### src/rtl/pdecoder_seq_pkg.sv
// Shared types and width helpers for the sequential one-hot decoder.
package pdecoder_seq_pkg;

  typedef enum logic [1:0] {
    ST_IDLE  = 2'd0,
    ST_DRIVE = 2'd1,
    ST_GAP   = 2'd2
  } state_t;

  // Width of a down-counter that must hold values 0..n; never zero bits wide.
  function automatic int cnt_w(input int n);
    return (n > 0) ? $clog2(n + 1) : 1;
  endfunction

  // Width of a pointer addressing n entries; never zero bits wide.
  function automatic int ptr_w(input int n);
    return (n > 1) ? $clog2(n) : 1;
  endfunction

endpackage

### src/rtl/pdecoder_seq_fifo.sv
// Small synchronous FIFO holding encoded {en, idx} words for the decoder.
// full/empty come from the registered count only, so a pop in the same
// cycle never makes a full FIFO look ready.
module pdecoder_seq_fifo
  import pdecoder_seq_pkg::*;
#(
  parameter int DEPTH = 2,
  parameter int W     = 3
) (
  input  logic         clk,
  input  logic         rst_n,
  input  logic         push,
  input  logic         pop,
  input  logic [W-1:0] wr_data,
  output logic [W-1:0] rd_data,
  output logic         empty,
  output logic         full
);

  localparam int PW = ptr_w(DEPTH);
  localparam int CW = cnt_w(DEPTH);

  logic [W-1:0]  mem [DEPTH];
  logic [PW-1:0] wr_ptr;
  logic [PW-1:0] rd_ptr;
  logic [CW-1:0] count;

  function automatic logic [PW-1:0] ptr_inc(input logic [PW-1:0] p);
    return (p == PW'(DEPTH - 1)) ? '0 : p + PW'(1);
  endfunction

  assign empty   = (count == '0);
  assign full    = (count == CW'(DEPTH));
  assign rd_data = mem[rd_ptr];

  // Storage: data is qualified by count, so it needs no reset.
  always_ff @(posedge clk) begin
    if (push) mem[wr_ptr] <= wr_data;
  end

  // Pointers and occupancy; simultaneous push and pop leaves count unchanged.
  always_ff @(posedge clk) begin
    if (!rst_n) begin
      wr_ptr <= '0;
      rd_ptr <= '0;
      count  <= '0;
    end else begin
      if (push) wr_ptr <= ptr_inc(wr_ptr);
      if (pop)  rd_ptr <= ptr_inc(rd_ptr);
      if (push && !pop)      count <= count + CW'(1);
      else if (!push && pop) count <= count - CW'(1);
    end
  end

endmodule

### src/rtl/pdecoder_seq.sv
// Sequential 2^IDX_W-line decoder: queued {en, idx} words become timed
// one-hot strobes held for HOLD cycles, each followed by GAP idle cycles.
//
//  state    | meaning
//  ---------+-----------------------------------------------------------
//  ST_IDLE  | nothing driven; pop the next word as soon as one is queued
//  ST_DRIVE | y/y_valid driven; hold_cnt counts down to the end of slot
//  ST_GAP   | y=0, y_valid=0; gap_cnt counts down the idle spacing
module pdecoder_seq
  import pdecoder_seq_pkg::*;
#(
  parameter int IDX_W = 2,
  parameter int HOLD  = 4,
  parameter int GAP   = 1,
  parameter int DEPTH = 2
) (
  input  logic                    clk,
  input  logic                    rst_n,
  input  logic                    in_valid,
  output logic                    in_ready,
  input  logic [IDX_W-1:0]        in_idx,
  input  logic                    in_en,
  output logic [(1<<IDX_W)-1:0]   y,
  output logic                    y_valid,
  output logic                    busy
);

  localparam int N_OUT = 1 << IDX_W;
  localparam int HW    = cnt_w(HOLD);
  localparam int GW    = cnt_w(GAP);
  localparam logic [HW-1:0] HOLD_RELOAD = HW'(HOLD - 1);
  localparam logic [GW-1:0] GAP_RELOAD  = GW'(GAP - 1);

  state_t             state, state_n;
  logic [HW-1:0]      hold_cnt, hold_n;
  logic [GW-1:0]      gap_cnt, gap_n;
  logic [N_OUT-1:0]   y_n;
  logic               y_valid_n;
  logic               push, pop, load;
  logic               empty, full;
  logic               head_en;
  logic [IDX_W-1:0]   head_idx;
  logic [N_OUT-1:0]   y_load;

  assign in_ready = !full;
  assign push     = in_valid && in_ready;
  assign busy     = (state != ST_IDLE) || !empty;
  assign y_load   = head_en ? (N_OUT'(1) << head_idx) : '0;

  pdecoder_seq_fifo #(
    .DEPTH (DEPTH),
    .W     (IDX_W + 1)
  ) u_fifo (
    .clk     (clk),
    .rst_n   (rst_n),
    .push    (push),
    .pop     (pop),
    .wr_data ({in_en, in_idx}),
    .rd_data ({head_en, head_idx}),
    .empty   (empty),
    .full    (full)
  );

  // State, counters and the registered one-hot output.
  always_ff @(posedge clk) begin
    if (!rst_n) begin
      state    <= ST_IDLE;
      hold_cnt <= '0;
      gap_cnt  <= '0;
      y        <= '0;
      y_valid  <= 1'b0;
    end else begin
      state    <= state_n;
      hold_cnt <= hold_n;
      gap_cnt  <= gap_n;
      y        <= y_n;
      y_valid  <= y_valid_n;
    end
  end

  // Next-state logic; 'load' pops the head word and starts a new DRIVE slot.
  always_comb begin
    state_n   = state;
    hold_n    = hold_cnt;
    gap_n     = gap_cnt;
    y_n       = y;
    y_valid_n = y_valid;
    pop       = 1'b0;
    load      = 1'b0;
    case (state)
      ST_IDLE: begin
        if (!empty) load = 1'b1;
      end
      ST_DRIVE: begin
        if (hold_cnt != '0) begin
          hold_n = hold_cnt - HW'(1);
        end else if (GAP > 0) begin
          y_n       = '0;
          y_valid_n = 1'b0;
          gap_n     = GAP_RELOAD;
          state_n   = ST_GAP;
        end else if (!empty) begin
          load = 1'b1;
        end else begin
          y_n       = '0;
          y_valid_n = 1'b0;
          state_n   = ST_IDLE;
        end
      end
      ST_GAP: begin
        if (gap_cnt != '0) gap_n = gap_cnt - GW'(1);
        else if (!empty)   load = 1'b1;
        else               state_n = ST_IDLE;
      end
      default: state_n = ST_IDLE;
    endcase
    if (load) begin
      pop       = 1'b1;
      y_n       = y_load;
      y_valid_n = 1'b1;
      hold_n    = HOLD_RELOAD;
      state_n   = ST_DRIVE;
    end
  end

endmodule

### config.mk
export PLATFORM = sky130hd
export DESIGN_NAME = pdecoder_seq
export DESIGN_NICKNAME = d
export VERILOG_FILES = /design/src/rtl/pdecoder_seq_pkg.sv /design/src/rtl/pdecoder_seq_fifo.sv /design/src/rtl/pdecoder_seq.sv
export SDC_FILE = /design/constraint.sdc
export NUM_CORES = 1
export LEC_CHECK = 0
export ABC_CLOCK_PERIOD_IN_PS = 2660
export CAP_MARGIN = 30
export CORE_ASPECT_RATIO = 0.7
export CORE_MARGIN = 5
export CORE_UTILIZATION = 47
export DETAILED_ROUTE_END_ITERATION = 12
export PLACE_DENSITY = 0.68
export SYNTH_ARGS = -nofsm -noshare
export SYNTH_HDL_FRONTEND = slang
export SYNTH_HIERARCHICAL = 1
export SYNTH_SLANG_ARGS = --single-unit
export TNS_END_PERCENT = 50
### constraint.sdc
create_clock -name clk -period 2.66 [get_ports clk]
set_input_delay 0.532 -clock clk [delete_from_list [all_inputs] [get_ports clk]]
set_output_delay 0.532 -clock clk [all_outputs]
set_load 0.01 [all_outputs]
==> qor.csv <==
stage,metric,value,unit
status,outcome,completed,
sta,relSlewSlack,0.7366,
clock_network,htree_levels,1,
worst_hold_path,min_from,y[1]$_SDFFE_PN0P_,
worst_hold_path,hold-path-cell-count,1,
global_route,antenna_found_initial,0,
sta,tightest_slew,0.3943,ns
drt,via_per_inst,5.209,
finish,antennaDiodeCount,0,
global_route,grt_pass1_wl,2.394,mm
finish,final_cell_area,1047,um^2
worst_setup_path,start_kind,flop,
sta,hold_viol_final,0,
finish,final_common_cell,dfxtp_1,
synth,netlist.area_leader.share,0.3443,
clock_network,clockBufferDepth,2,
place,hpwl,1.061,mm
clock_network,cts_buffers,3,
worst_setup_path,crit_path_end_kind,primary output,
place,place_area,1020,um^2
pwr,total_power,1.056,mW
worst_setup_path,r2r_setup_slack,0.84,ns
worst_setup_path,reg2regPathDepth,6,
place,dp_cells,111,
sta,finalSetupTns,0,ns
worst_setup_path,r2r-end,u_fifo/count[1]$_SDFFE_PN0P_,
worst_setup_path,required,2.13,ns
place,place_congestion,0.7362,
sta,hold_slack,0.4781,ns
global_route,grt_start_max_net_pins,13,
synth,ys_warn_count,6,
global_route,overflow,0,
finish,fillCellCount,157,
clock_network,cts.reportedPaths.clkPinSlew,0.11,ns
finish,final_nets,103,
floorplan,dieWidth,61.49,um
drt,ant_nets,0,
floorplan,die_y,46.04,um
floorplan,pin_count,13,
place,dp_slack,0.5591,ns
worst_setup_path,critPathMaxFanout,4,
clock_network,postCtsHoldBufs,0,
drt,drc,0,
drt,drt-initial-drc-count,26,
clock_network,clockRootBuffer,clkbuf_4,
synth,yosysTopAreaCell,dfxtp_1,
worst_hold_path,whs_endpoint,y[1]$_SDFFE_PN0P_,
pwr,ir_worst_vdd,0.5886,mV
drt,routed_wl,1.344,mm
finish,syn2layout_area_growth,20.09,%
sta,fmax,486.0,MHz
synth,synth_area_leaders,"dfxtp_1 (34%), edfxtp_1 (21%), ha_1 (4.3%), nor2_1 (3.9%), mux2_2 (3.9%)",
finish,fin_util,0.5800,
floorplan,core,1805,um^2
synth,ys_types,28,
sta,setup_slack,0.6024,ns
sta,finClkSkew,0.002536,ns
synth,ys_seq_elements,21,
drt,wl_per_cell,11.69,um
clock_network,insertion_delay,0.30,ns
floorplan,die-area,2831,um^2
run,maxCapViolations,0,
sta,rsz0062_at_grt,no,
pwr,leakage,0.4007,nW
synth,syn-cell-area,872.1,um^2
floorplan,num_rows,13,
drt,drt_pass1_iterations,4,
floorplan,initial_core_util,0.4830,
worst_setup_path,arrival,1.53,ns
clock_network,cts_tree,done,
pwr,power_density,1008,nW/um^2
synth,synth.avg_cell_area,11.33,um^2
finish,layout-drive-gt1-share,0.1290,
worst_setup_path,critPathKind,flop to primary output,
clock_network,cts_resized,0,
clock_network,cts_setup_buffers,0,
global_route,grt_usage,0.1201,
sta,final_max_slew_viol_count,0,
worst_setup_path,rr_startpoint,u_fifo/count[0]$_SDFFE_PN0P_,
synth,synth_cells,77,
sta,fin_crit_sh,0.7736,
drt,vias,599,
finish,final_cells,115,
finish,layout_common_cells,"dfxtp_1 (15), clkdlybuf4s50_1 (12), nor2_1 (9), inv_1 (6), edfxtp_1 (6)",
synth,syn_nets,86,
sta,min_period,2.058,ns
sta,setup_viol,0,
place,port_buffers,12,
worst_hold_path,hold_path_class,flop to flop,
synth,seq_area_frac_synth,0.5509,
clock_network,clock-sinks,21,
global_route,grt_pass1_vias,559,
==> synthesized netlist by cell type <==
library cell / n
dfxtp_1: 15
nor2_1: 9
edfxtp_1: 6
inv_1: 6
and2_1: 4
a211oi_1: 3
ha_1: 3
mux2_2: 3
nand2_1: 3
nor2b_1: 3
o21ai_0: 3
o2bb2ai_1: 2
xor2_1: 2
a21boi_1: 1
a21o_1: 1
a21oi_1: 1
a32o_1: 1
and2b_2: 1
and4bb_4: 1
nand3b_1: 1
nor2b_2: 1
nor3_1: 1
nor3b_1: 1
nor3b_4: 1
o21a_1: 1
o311a_2: 1
or3_1: 1
xnor2_1: 1
==> worst max path at each step <==
stage | startpoint | end | slack [ns] | cells past startpoint
after floorplan | u_fifo/count[0]$_SDFFE_PN0P_ | u_fifo/count[1]$_SDFFE_PN0P_ | 1.05 | 6
after global placement | in_valid | u_fifo/count[1]$_SDFFE_PN0P_ | 0.61 | 5
after detailed placement | in_valid | u_fifo/count[1]$_SDFFE_PN0P_ | 0.56 | 5
after CTS | u_fifo/count[0]$_SDFFE_PN0P_ | in_ready | 0.59 | 3
after global routing | u_fifo/count[0]$_SDFFE_PN0P_ | busy | 0.51 | 3
final | u_fifo/count[0]$_SDFFE_PN0P_ | in_ready | 0.60 | 3
==> power by group <==
group | leakage, nW | switching (mW) | internal [mW]
Clock | 0.0177 | 0.0948 | 0.0561
Sequential | 0.179 | 0.0583 | 0.412
Combinational | 0.204 | 0.205 | 0.229
==> worst max-delay path, cell delays in order (launching register included) <==
cell and delay [ns]:
dfxtp_1 0.41, and2b_2 0.24, inv_1 0.05, clkdlybuf4s50_1 0.52
==> cell type report <==
cell class / instances / area [um^2] / share of cell area
Timing Repair Buffer: 12 / 120.1 / 0.1147
Inverter: 6 / 22.52 / 0.02151
Tap cell: 22 / 27.53 / 0.02628
Sequential cell: 21 / 480.5 / 0.4588
Clock inverter: 1 / 5.005 / 0.004779
Clock buffer: 3 / 22.52 / 0.02151
Multi-Input combinational cell: 50 / 369.1 / 0.3525
==> cell families after synthesis <==
kind of cell               after synthesis  synth area share
buffers and inverters                    6           0.02582
DFF                                     21            0.5509
AOI/OAI and AO/OA                       14            0.1191
and+or+nand+nor                         27            0.1923
adders and majority gates                3           0.04305
xor gates and xnor gates                 3           0.03013
muxes                                    3           0.03873
==> flip-flops by register name, summed over array words and instances, names as in the netlist, named ones only <==
| signal | count |
|---|---|
| y_valid | 1 |
| u_fifo/count | 2 |
| u_fifo/rd_ptr | 1 |
| state | 2 |
| u_fifo/wr_ptr | 1 |
| u_fifo/mem | 6 |
| y | 4 |
| hold_cnt | 3 |
==> layer usage <==
metal | vias up | track usage | share of wire
met5 | - | 0 | 0
met4 | 0 | 0.03814 | 0.0074
met3 | 2 | 0.05666 | 0.087
met2 | 17 | 0.1608 | 0.40
met1 | 274 | 0.1687 | 0.51
li1 | 306 | - | -
(Power assumes the default switching activity.)
